[config.mk]
export PLATFORM = sky130hd
export DESIGN_NAME = step_sequencer
export DESIGN_NICKNAME = d
export VERILOG_FILES = /design/src/rtl/step_seq_pkg.sv /design/src/rtl/step_seq_fsm.sv /design/src/rtl/step_sequencer.sv
export SDC_FILE = /design/constraint.sdc
export NUM_CORES = 1
export LEC_CHECK = 0
export CORE_ASPECT_RATIO = 1.25
export CORE_MARGIN = 4
export CORE_UTILIZATION = 38
export CTS_BUF_LIST = sky130_fd_sc_hd__clkbuf_2 sky130_fd_sc_hd__clkbuf_4 sky130_fd_sc_hd__clkbuf_8
export DETAILED_ROUTE_END_ITERATION = 8
export PLACE_DENSITY_LB_ADDON = 0.1
export REMOVE_ABC_BUFFERS = 1
export SLEW_MARGIN = 5
export SYNTH_ARGS = -nofsm -noshare
export SYNTH_HDL_FRONTEND = slang
export SYNTH_SLANG_ARGS = --single-unit
[constraint.sdc]
create_clock -name clk -period 2.3 [get_ports clk]
set_input_delay 0.345 -clock clk [delete_from_list [all_inputs] [get_ports clk]]
set_output_delay 0.345 -clock clk [all_outputs]
set_load 0.005 [all_outputs]
[src/rtl/step_seq_pkg.sv]
// step_seq_pkg: shared state encoding and default widths for the step sequencer
package step_seq_pkg;
  localparam int STEPS_W_DEF = 16;
  localparam int TIME_W_DEF = 16;
  typedef enum logic [2:0] {IDLE, TRIG_HI, WAIT_HI, TRIG_LO, WAIT_LO, DRAIN, DONE} Step_seq_state;
endpackage

[src/rtl/step_seq_fsm.sv]
// step_seq_fsm: phase sequencing FSM driving the timer trigger/working handshake
// Ports: clk/reset/clk_en timing; start, zero_steps, last_step, abort, timer_working
// condition inputs; busy/done/step/timer_trigger Moore outputs; sel_hi/sel_lo pick the
// timer load; load_cmd, dec_step, abort_done are enabled-edge strobes for the datapath.
module step_seq_fsm
  import step_seq_pkg::*;
(
  input  logic clk,
  input  logic reset,
  input  logic clk_en,
  input  logic start,
  input  logic zero_steps,
  input  logic last_step,
  input  logic abort,
  input  logic timer_working,
  output logic busy,
  output logic done,
  output logic step,
  output logic timer_trigger,
  output logic sel_hi,
  output logic sel_lo,
  output logic load_cmd,
  output logic dec_step,
  output logic abort_done
);
  Step_seq_state state_q, state_d;
  always_ff @(posedge clk) begin
    if (reset) state_q <= IDLE;
    else if (clk_en) state_q <= state_d;
  end
  // abort outranks every handshake transition so a completing phase is not counted
  always_comb begin
    state_d = state_q;
    case (state_q)
      IDLE:    state_d = start ? (zero_steps ? DONE : TRIG_HI) : IDLE;
      TRIG_HI: state_d = abort ? DRAIN : timer_working ? WAIT_HI : TRIG_HI;
      WAIT_HI: state_d = abort ? DRAIN : timer_working ? WAIT_HI : TRIG_LO;
      TRIG_LO: state_d = abort ? DRAIN : timer_working ? WAIT_LO : TRIG_LO;
      WAIT_LO: state_d = abort ? DRAIN : timer_working ? WAIT_LO : last_step ? DONE : TRIG_HI;
      DRAIN:   state_d = timer_working ? DRAIN : DONE;
      DONE:    state_d = IDLE;
      default: state_d = IDLE;
    endcase
  end
  assign busy = state_q != IDLE;
  assign done = state_q == DONE;
  assign sel_hi = state_q == TRIG_HI;
  assign sel_lo = state_q == TRIG_LO;
  assign step = sel_hi || state_q == WAIT_HI;
  assign timer_trigger = sel_hi || sel_lo;
  assign load_cmd = clk_en && state_q == IDLE && start;
  assign dec_step = clk_en && state_q == WAIT_LO && !timer_working && !abort;
  assign abort_done = clk_en && state_q == DRAIN && !timer_working;
endmodule

[src/rtl/step_sequencer.sv]
// step_sequencer: emits N step pulses, each phase timed by an external trigger/working timer
// Ports: clk, reset (sync, active-high), clk_en tick enable; start/num_steps/dir/high_time/
// low_time command (latched on start), abort; busy/done/aborted/steps_left status;
// timer_trigger/timer_load/timer_working timer handshake; step/dir_out motor pins.
// Move duration: each phase costs its timer interval plus 2 enabled cycles of handshake,
// so one step takes high_time + low_time + 4 enabled cycles.
module step_sequencer
  import step_seq_pkg::*;
#(
  parameter int STEPS_W = STEPS_W_DEF,
  parameter int TIME_W = TIME_W_DEF
) (
  input  logic               clk,
  input  logic               reset,
  input  logic               clk_en,
  input  logic               start,
  input  logic [STEPS_W-1:0] num_steps,
  input  logic               dir,
  input  logic [TIME_W-1:0]  high_time,
  input  logic [TIME_W-1:0]  low_time,
  input  logic               abort,
  output logic               busy,
  output logic               done,
  output logic               aborted,
  output logic [STEPS_W-1:0] steps_left,
  output logic               timer_trigger,
  output logic [TIME_W-1:0]  timer_load,
  input  logic               timer_working,
  output logic               step,
  output logic               dir_out
);
  logic [STEPS_W-1:0] steps_left_q;
  logic [TIME_W-1:0] high_q, low_q;
  logic dir_q, aborted_q, sel_hi, sel_lo, load_cmd, dec_step, abort_done;
  step_seq_fsm u_fsm (
    .clk(clk), .reset(reset), .clk_en(clk_en), .start(start),
    .zero_steps(num_steps == '0), .last_step(steps_left_q == STEPS_W'(1)),
    .abort(abort), .timer_working(timer_working), .busy(busy), .done(done),
    .step(step), .timer_trigger(timer_trigger), .sel_hi(sel_hi), .sel_lo(sel_lo),
    .load_cmd(load_cmd), .dec_step(dec_step), .abort_done(abort_done)
  );
  always_ff @(posedge clk) begin
    if (reset) begin
      steps_left_q <= '0;
      high_q <= '0;
      low_q <= '0;
      dir_q <= 1'b0;
      aborted_q <= 1'b0;
    end else begin
      if (load_cmd) begin
        steps_left_q <= num_steps;
        high_q <= high_time;
        low_q <= low_time;
        dir_q <= dir;
        aborted_q <= 1'b0;
      end
      if (dec_step) steps_left_q <= steps_left_q - STEPS_W'(1);
      if (abort_done) aborted_q <= 1'b1;
    end
  end
  assign steps_left = steps_left_q;
  assign aborted = aborted_q;
  assign dir_out = dir_q;
  assign timer_load = sel_hi ? high_q : sel_lo ? low_q : '0;
endmodule

==> results of run 1 <==
[layer usage]
metal / vias to the layer above / track usage, % / part of all wire [%]
met5: - / 0 / 0
li1: 1471 / - / -
met3: 24 / 3.81 / 5.8
met2: 101 / 33.4 / 50
met4: 0 / 8.71 / 3.7
met1: 1373 / 21.1 / 40
[through the flow]
| stage | setup TNS, ps | util (%) |
|---|---|---|
| finish | 0 | 56.5 |
| global route | 0 | 56.5 |
| CTS | 0 | 56.5 |
| detailed placement | 0 | 55.2 |
| global placement | 0 | 55.2 |
| floorplan | -13710 | - |
[critical path: cells and delay by family, from the launching register on]
kind / cells / cell delay (ps)
flops: 1 / 500
simple gates: 2 / 260
buf+inv: 2 / 730
[layout make-up]
cell class              count  share of cell area [%]
clock inverters             1                   0.189
inverters                   4                   0.379
repair buffers            116                    28.0
multi-input cells         275                    39.7
clock buffers               7                    2.11
flip-flops and latches     53                    26.8
well taps                  90                    2.84
[how the worst min path moves through the flow]
stage | start | endpoint | slack [ps] | cells after the start
floorplan | reset | dir_out$_SDFFE_PP0P_ | 410 | 1
global placement | high_q[8]$_SDFFE_PP0P_ | high_q[8]$_SDFFE_PP0P_ | 440 | 2
detailed placement | high_q[11]$_SDFFE_PP0P_ | high_q[11]$_SDFFE_PP0P_ | 450 | 2
CTS | high_q[11]$_SDFFE_PP0P_ | high_q[11]$_SDFFE_PP0P_ | 460 | 2
global route | low_q[4]$_SDFFE_PP0P_ | low_q[4]$_SDFFE_PP0P_ | 480 | 2
finish | high_q[9]$_SDFFE_PP0P_ | high_q[9]$_SDFFE_PP0P_ | 460 | 2
[sequential cells by signal, indices dropped and copies added, names as in the netlist]
register	count
aborted	1
steps_left	16
high_q	16
dir_out	1
u_fsm.state_q	3
low_q	16
[logic make-up after synthesis]
| kind of cell | Yosys count | share of synthesized area [%] |
|---|---|---|
| DFF | 53 | 38.2 |
| and+or+nand+nor | 165 | 29.0 |
| AOI/OAI and AO/OA | 91 | 20.8 |
| xor gates and xnor gates | 1 | 0.316 |
| muxes | 16 | 5.77 |
| buffers and inverters | 30 | 4.96 |
| adders and majority gates | 2 | 0.902 |
[what timing repair did]
action                                  CTS  global route
resized for setup                         1             0
buffers inserted                          0             0
hold endpoints to repair                  0             0
endpoints found under the setup margin    2             0
[power by group through the flow]
stage	clock [uW]	combinational, uW	sequential (uW)
final	550	475	1010
after global routing	600	518	1010
after CTS	566	477	1010
after detailed placement	0	475	1030
after global placement	0	471	1030
after floorplan	0	203	1030
[cells in the mapped netlist (2+ instances only)]
library cell  number
a2bb2oi_1          3
o311ai_0           3
dfxtp_1           53
and2_1             2
clkbuf_1          15
nand4_1            6
nor4bb_1           2
a32oi_1            2
a31oi_1            8
nor3b_1            2
nand3_1            8
nor3_1             4
o31a_1             2
a21oi_1           44
ha_1               2
a22oi_1            3
or3_2              2
o21ai_0            8
nand2b_1           2
o2111ai_1          2
or2_2              2
o221a_2            2
nor2_1            23
or3_1              6
buf_2              4
nand2_1           83
buf_4              5
o211ai_1           5
nor2b_1            5
inv_1              4
nor4_1             7
mux2i_1           16
==> summary.txt, run 1 <==
Clock tree
  – TritonCTS clock tree: done
  – CTS H-tree depth: 2
  – TritonCTS buffer count: 5
  – Clock Latency Late Sink: 300 ps
  – CTS root buf: clkbuf_8
  – Clock Tree Buf Depth: 2
  – CTS sink count: 53
  – Clk slew on worst S/H paths: ~100 ps
  – # hold bufs at CTS: 0

Die
  – Die Y: 104 um
  – Starting Density: 39.5%
  – I/O Pins: 93
  – DIE WIDTH: 84.4 um
  – Die area: 8740 um2
  – Core area: 7020 um2
  – FP Rows: 34

Critical path
  – CP required: between 1500 and 2000 ps
  – Critical path type: flop to output pin
  – CP endpoint: timer_load[12]
  – Max FO, Critical Path: 17
  – CP max-delay cell: clkdlybuf4s50_1
  – R2R Path End: steps_left[12]$_SDFFE_PP0P_
  – Crit-path max cell delay: 520 ps
  – R2R setup slack: 240 ps
  – R2R cell count: 7
  – CP Capture Type: output pin
  – CP cell instances: nand2b_1 > buf_4 > nor2_1 > clkdlybuf4s50_1
  – Crit path DAT: about 1800 ps
  – Worst setup SP type: flop
  – Crit. Startpoint: u_fsm.state_q[0]$_SDFFE_PP0P_
  – Reg-to-reg startpoint: steps_left[0]$_SDFFE_PP0P_

Timing
  – Worst-Margin Slew: 610 ps
  – Final clock skew: approximately 3.8 ps
  – Unrepaired setup endpoints after global routing: false
  – Slew headroom: 59.0%
  – Worst Slack Setup Final: 147 ps
  – Hold violation count in the final report: 0
  – Crit path time final: 2150 ps
  – Achievable Freq: about 460 MHz
  – Final setup fails: 0
  – Final worst-path cycle share: 93.6%
  – Hold Slack: 458 ps
  – Max-slew violations: 0

Synthesis
  – Synth warnings: 0
  – Yosys top cell area share: 38.2%
  – Register area share after synthesis: 38.2%
  – Cell taking the most area after synthesis: dfxtp_1
  – Most used DFF post-synth: dfxtp_1
  – EDFF count, synth: 0
  – Cells after synthesis: 358
  – Synth Area per Inst: 7.75 um2
  – Top cells by area, synth: dfxtp_1, nand2_1, a21oi_1, mux2i_1, nor2_1
  – Netlist cell types: 55
  – Number of synthesized register bits: 53
  – Post-synthesis cell area: 2770 um2
  – Post-synth ARST share: 0%

Power and ir drop
  – Sw frac: 28.4%
  – Sw power: 576 uW
  – Peak supply drop: 0.292 mV
  – Comb power frac: 23.4%
  – Sequential share of power: 49.5%
  – Pwr Total: around 2000 uW
  – Internal power: 1450 uW
  – PD cells: 512 nW/um2
  – Pleak: 0.00137 uW
  – Clk network pwr share: 27.1%

Final layout
  – Commonest non-fill, non-tap cell in the layout: clkdlybuf4s50_1
  – Area growth from synthesis to layout: 42.9%
  – # fillers: around 690
  – Most frequent cells in the layout: clkdlybuf4s50_1, nand2_1, dfxtp_1, a21oi_1
  – Total Nets Final: 512
  – Share of cells above drive strength 1: about a tenth
  – Final cell count without fillers: 546
  – Register area: 1060 um2
  – Ant. Diodes: 0
  – Final instance area: 3970 um2
  – Multi-input logic area: 1580 um2

Place
  – HPWL Detailed: 6.18 mm
  – RD Place Congestion: 0.865
  – Placement Setup Slack: 82.2 ps
  – Placed cell area: approximately 3900 um2
  – Port buffer count: 92
  – Placed cells: 538

Routing
  – Routed Antenna Nets: 0
  – DR DRC count: 0
  – Drt initial violations: 177
  – Via-to-Cell Ratio: 5.44
  – Total Wirelength: 8.36 mm
  – Via count: about 3000
  – Drt first pass iters: 4
  – Avg WL per Cell: 15.3 um

Worst hold path
  – Hold Path Class: flop to flop

Global routing
  – Total GRT Usage: 18.8%
  – Grt ovf: 0
  – First-pass GRT wire length: between 10 and 15 mm
  – Vias in the first global route: between 2000 and 3000
  – Initial antenna violation count: 0
  – Largest net degree at the start of global routing: 41

Run
  – Max Cap Viol: 0

Status
  – Status: finished clean
(Power assumes the default switching activity.)
==> inputs of run 2 (changes only) <==
CTS_CLUSTER_DIAMETER = 120   (was not set)
REMOVE_ABC_BUFFERS = not set   (was 1)
==> run 2 against run 1 <==
Wire length down 0.47%. Global-route usage is 0.38 points lower. Critical path depth unchanged. Sequential power about the same. Die area did not move. Clock-buffer cell count is the same. Register-to-register slack better by 40 ps. Power grew 1.9%. Design area shrank 0.35%. Sequential cell count unchanged. Combinational power about the same. Critical path type unchanged. Largest cell class unchanged.
==> summary.txt, run 2 (synthesis gave the netlist of run 1 again) <==
Die
  – DIE WIDTH: 84.4 um (unchanged)
  – Core area: 7020 um2 (unchanged)
  – Die Y: 104 um (unchanged)
  – Die area: 8740 um2 (unchanged)
  – I/O Pins: 93 (unchanged)
  – FP Rows: 34 (unchanged)
  – Starting Density: 39.5% (unchanged)

Clock tree
  – Clock Tree Buf Depth: 2 (unchanged)
  – # hold bufs at CTS: 0 (unchanged)
  – CTS root buf: clkbuf_8
  – Clk slew on worst S/H paths: 100 ps (about the same)
  – CTS sink count: 53 (unchanged)
  – Clock Latency Late Sink: 300 ps (about the same)
  – TritonCTS buffer count: 5 (unchanged)
  – CTS H-tree depth: 2 (unchanged)
  – TritonCTS clock tree: done

Power and ir drop
  – PD cells: 524 nW/um2 (+2.2%)
  – Pleak: 0.00135 uW (-1.4%)
  – Peak supply drop: 0.302 mV (+3.4%)

Global routing
  – Initial antenna violation count: 0 (unchanged)
  – Grt ovf: 0 (unchanged)
  – Vias in the first global route: 2926 (+1.8%)
  – Largest net degree at the start of global routing: 45 (+9.8%)
  – Total GRT Usage: 18.4% (-0.38 points)
  – First-pass GRT wire length: 13.4 mm (-2.0%)

Routing
  – Total Wirelength: 8.32 mm (-0.47%)
  – Via-to-Cell Ratio: 5.49 (+0.94%)
  – Drt initial violations: 207 (+17%)
  – Avg WL per Cell: 15.5 um (+1.0%)
  – DR DRC count: 0 (unchanged)
  – Via count: 2953 (-0.54%)
  – Routed Antenna Nets: 0 (unchanged)
  – Drt first pass iters: 5 (+1)

Place
  – Port buffer count: 92 (unchanged)
  – HPWL Detailed: 6.11 mm (-1.3%)
  – Placement Setup Slack: -5.77 ps (-88.0 ps)
  – RD Place Congestion: 0.897 (+3.7%)

Critical path
  – Max FO, Critical Path: 17 (unchanged)
  – Crit path DAT: 1780 ps (-30 ps)
  – CP Capture Type: output pin
  – CP required: 1960 ps (about the same)
  – Worst setup SP type: flop
  – Critical path type: flop to output pin

Timing
  – Final worst-path cycle share: 92.2% (-1.4 points)
  – Worst Slack Setup Final: 178 ps (+31.4 ps)
  – Max-slew violations: 0 (unchanged)
  – Worst-Margin Slew: 597 ps (-13.3 ps)
  – Crit path time final: 2120 ps (-31.4 ps)
  – Slew headroom: 59.9% (+0.89 points)
  – Hold violation count in the final report: 0 (unchanged)
  – Achievable Freq: 471 MHz (+1.5%)
  – Unrepaired setup endpoints after global routing: false
  – Final setup fails: 0 (unchanged)
  – Hold Slack: 458 ps (-0.224 ps)
  – Setup TNS: 0 ps (unchanged)
  – Final clock skew: 5.29 ps (+1.44 ps)

Final layout
  – Most frequent cells in the layout: clkdlybuf4s50_1, nand2_1, dfxtp_1, a21oi_1, nor2_1
  – Ant. Diodes: 0 (unchanged)
  – Commonest non-fill, non-tap cell in the layout: clkdlybuf4s50_1
  – Share of cells above drive strength 1: 9.15% (-1.2 points)
  – Multi-input logic area: 1580 um2 (+0.40%)
  – Register area: 1060 um2 (+0.12%)
  – Total Nets Final: 504 (-1.6%)
  – # fillers: 695 (+1.5%)
  – Area growth from synthesis to layout: 42.4%

Run
  – Max Cap Viol: 0 (unchanged)

Worst hold path
  – Hold Path Class: flop to flop

Synthesis
  – Syn Nets: roughly 420

Status
  – Status: finished clean
==> run 2: per-layer routing <==
metal  GRT usage [%]  part of all wire (%)  up-vias
met5               0                     0        -
met4            6.45                   1.9        0
met3            3.81                   6.2       18
met2            33.3                    51      116
met1            21.1                    41     1366
li1                -                     -     1453
==> run 2: path summary, 6_finish.rpt <==
check | slack (ps) | to | from | depth (start not counted)
setup / recovery | 180 | timer_load[3] | u_fsm.state_q[2]$_SDFFE_PP0P_ | 4
hold / removal | 460 | high_q[3]$_SDFFE_PP0P_ | high_q[3]$_SDFFE_PP0P_ | 2
setup reg to reg | 280 | steps_left[12]$_SDFFE_PP0P_ | steps_left[0]$_SDFFE_PP0P_ | 6
hold reg to reg | 460 | high_q[3]$_SDFFE_PP0P_ | high_q[3]$_SDFFE_PP0P_ | 2
==> run 2: worst max-delay path: stages (launching register included) <==
cell             delay (ps)
dfxtp_2                 410
nand2b_1                170
buf_4                   210
nor2_1                  160
clkdlybuf4s50_1         530
==> run 2: final cells by class <==
| cell class | instances | area share, % |
|---|---|---|
| clock inverter | 1 | 0.222 |
| sequential | 53 | 26.9 |
| clock buffer | 7 | 2.44 |
| inverter | 4 | 0.380 |
| multi-input combinational | 275 | 40.0 |
| tap | 90 | 2.85 |
| timing repair buffer | 108 | 27.2 |
==> run 2: what timing repair did <==
item | in CTS | in global routing
setup buffers | 0 | 0
setup endpoints to repair | 0 | 16
hold endpoints to repair | 0 | 0
resized for setup | 0 | 3
==> run 2: through the flow <==
step                      total power [uW]  area (um2)  util (%)  instances
final                                 2070        3950      56.3        538
after global routing                  2180        3950      56.3        538
after CTS                             2090        3940      56.2        538
after detailed placement              1500        3840      54.7        530
after global placement                1500        3840      54.7        530
after floorplan                       1260        2770         -        358
==> run 2: report_power, final <==
group          internal [uW]  total (uW)  switching, uW
Combinational            253         475            221
Sequential               963        1010           45.8
Clock                    279         586            308
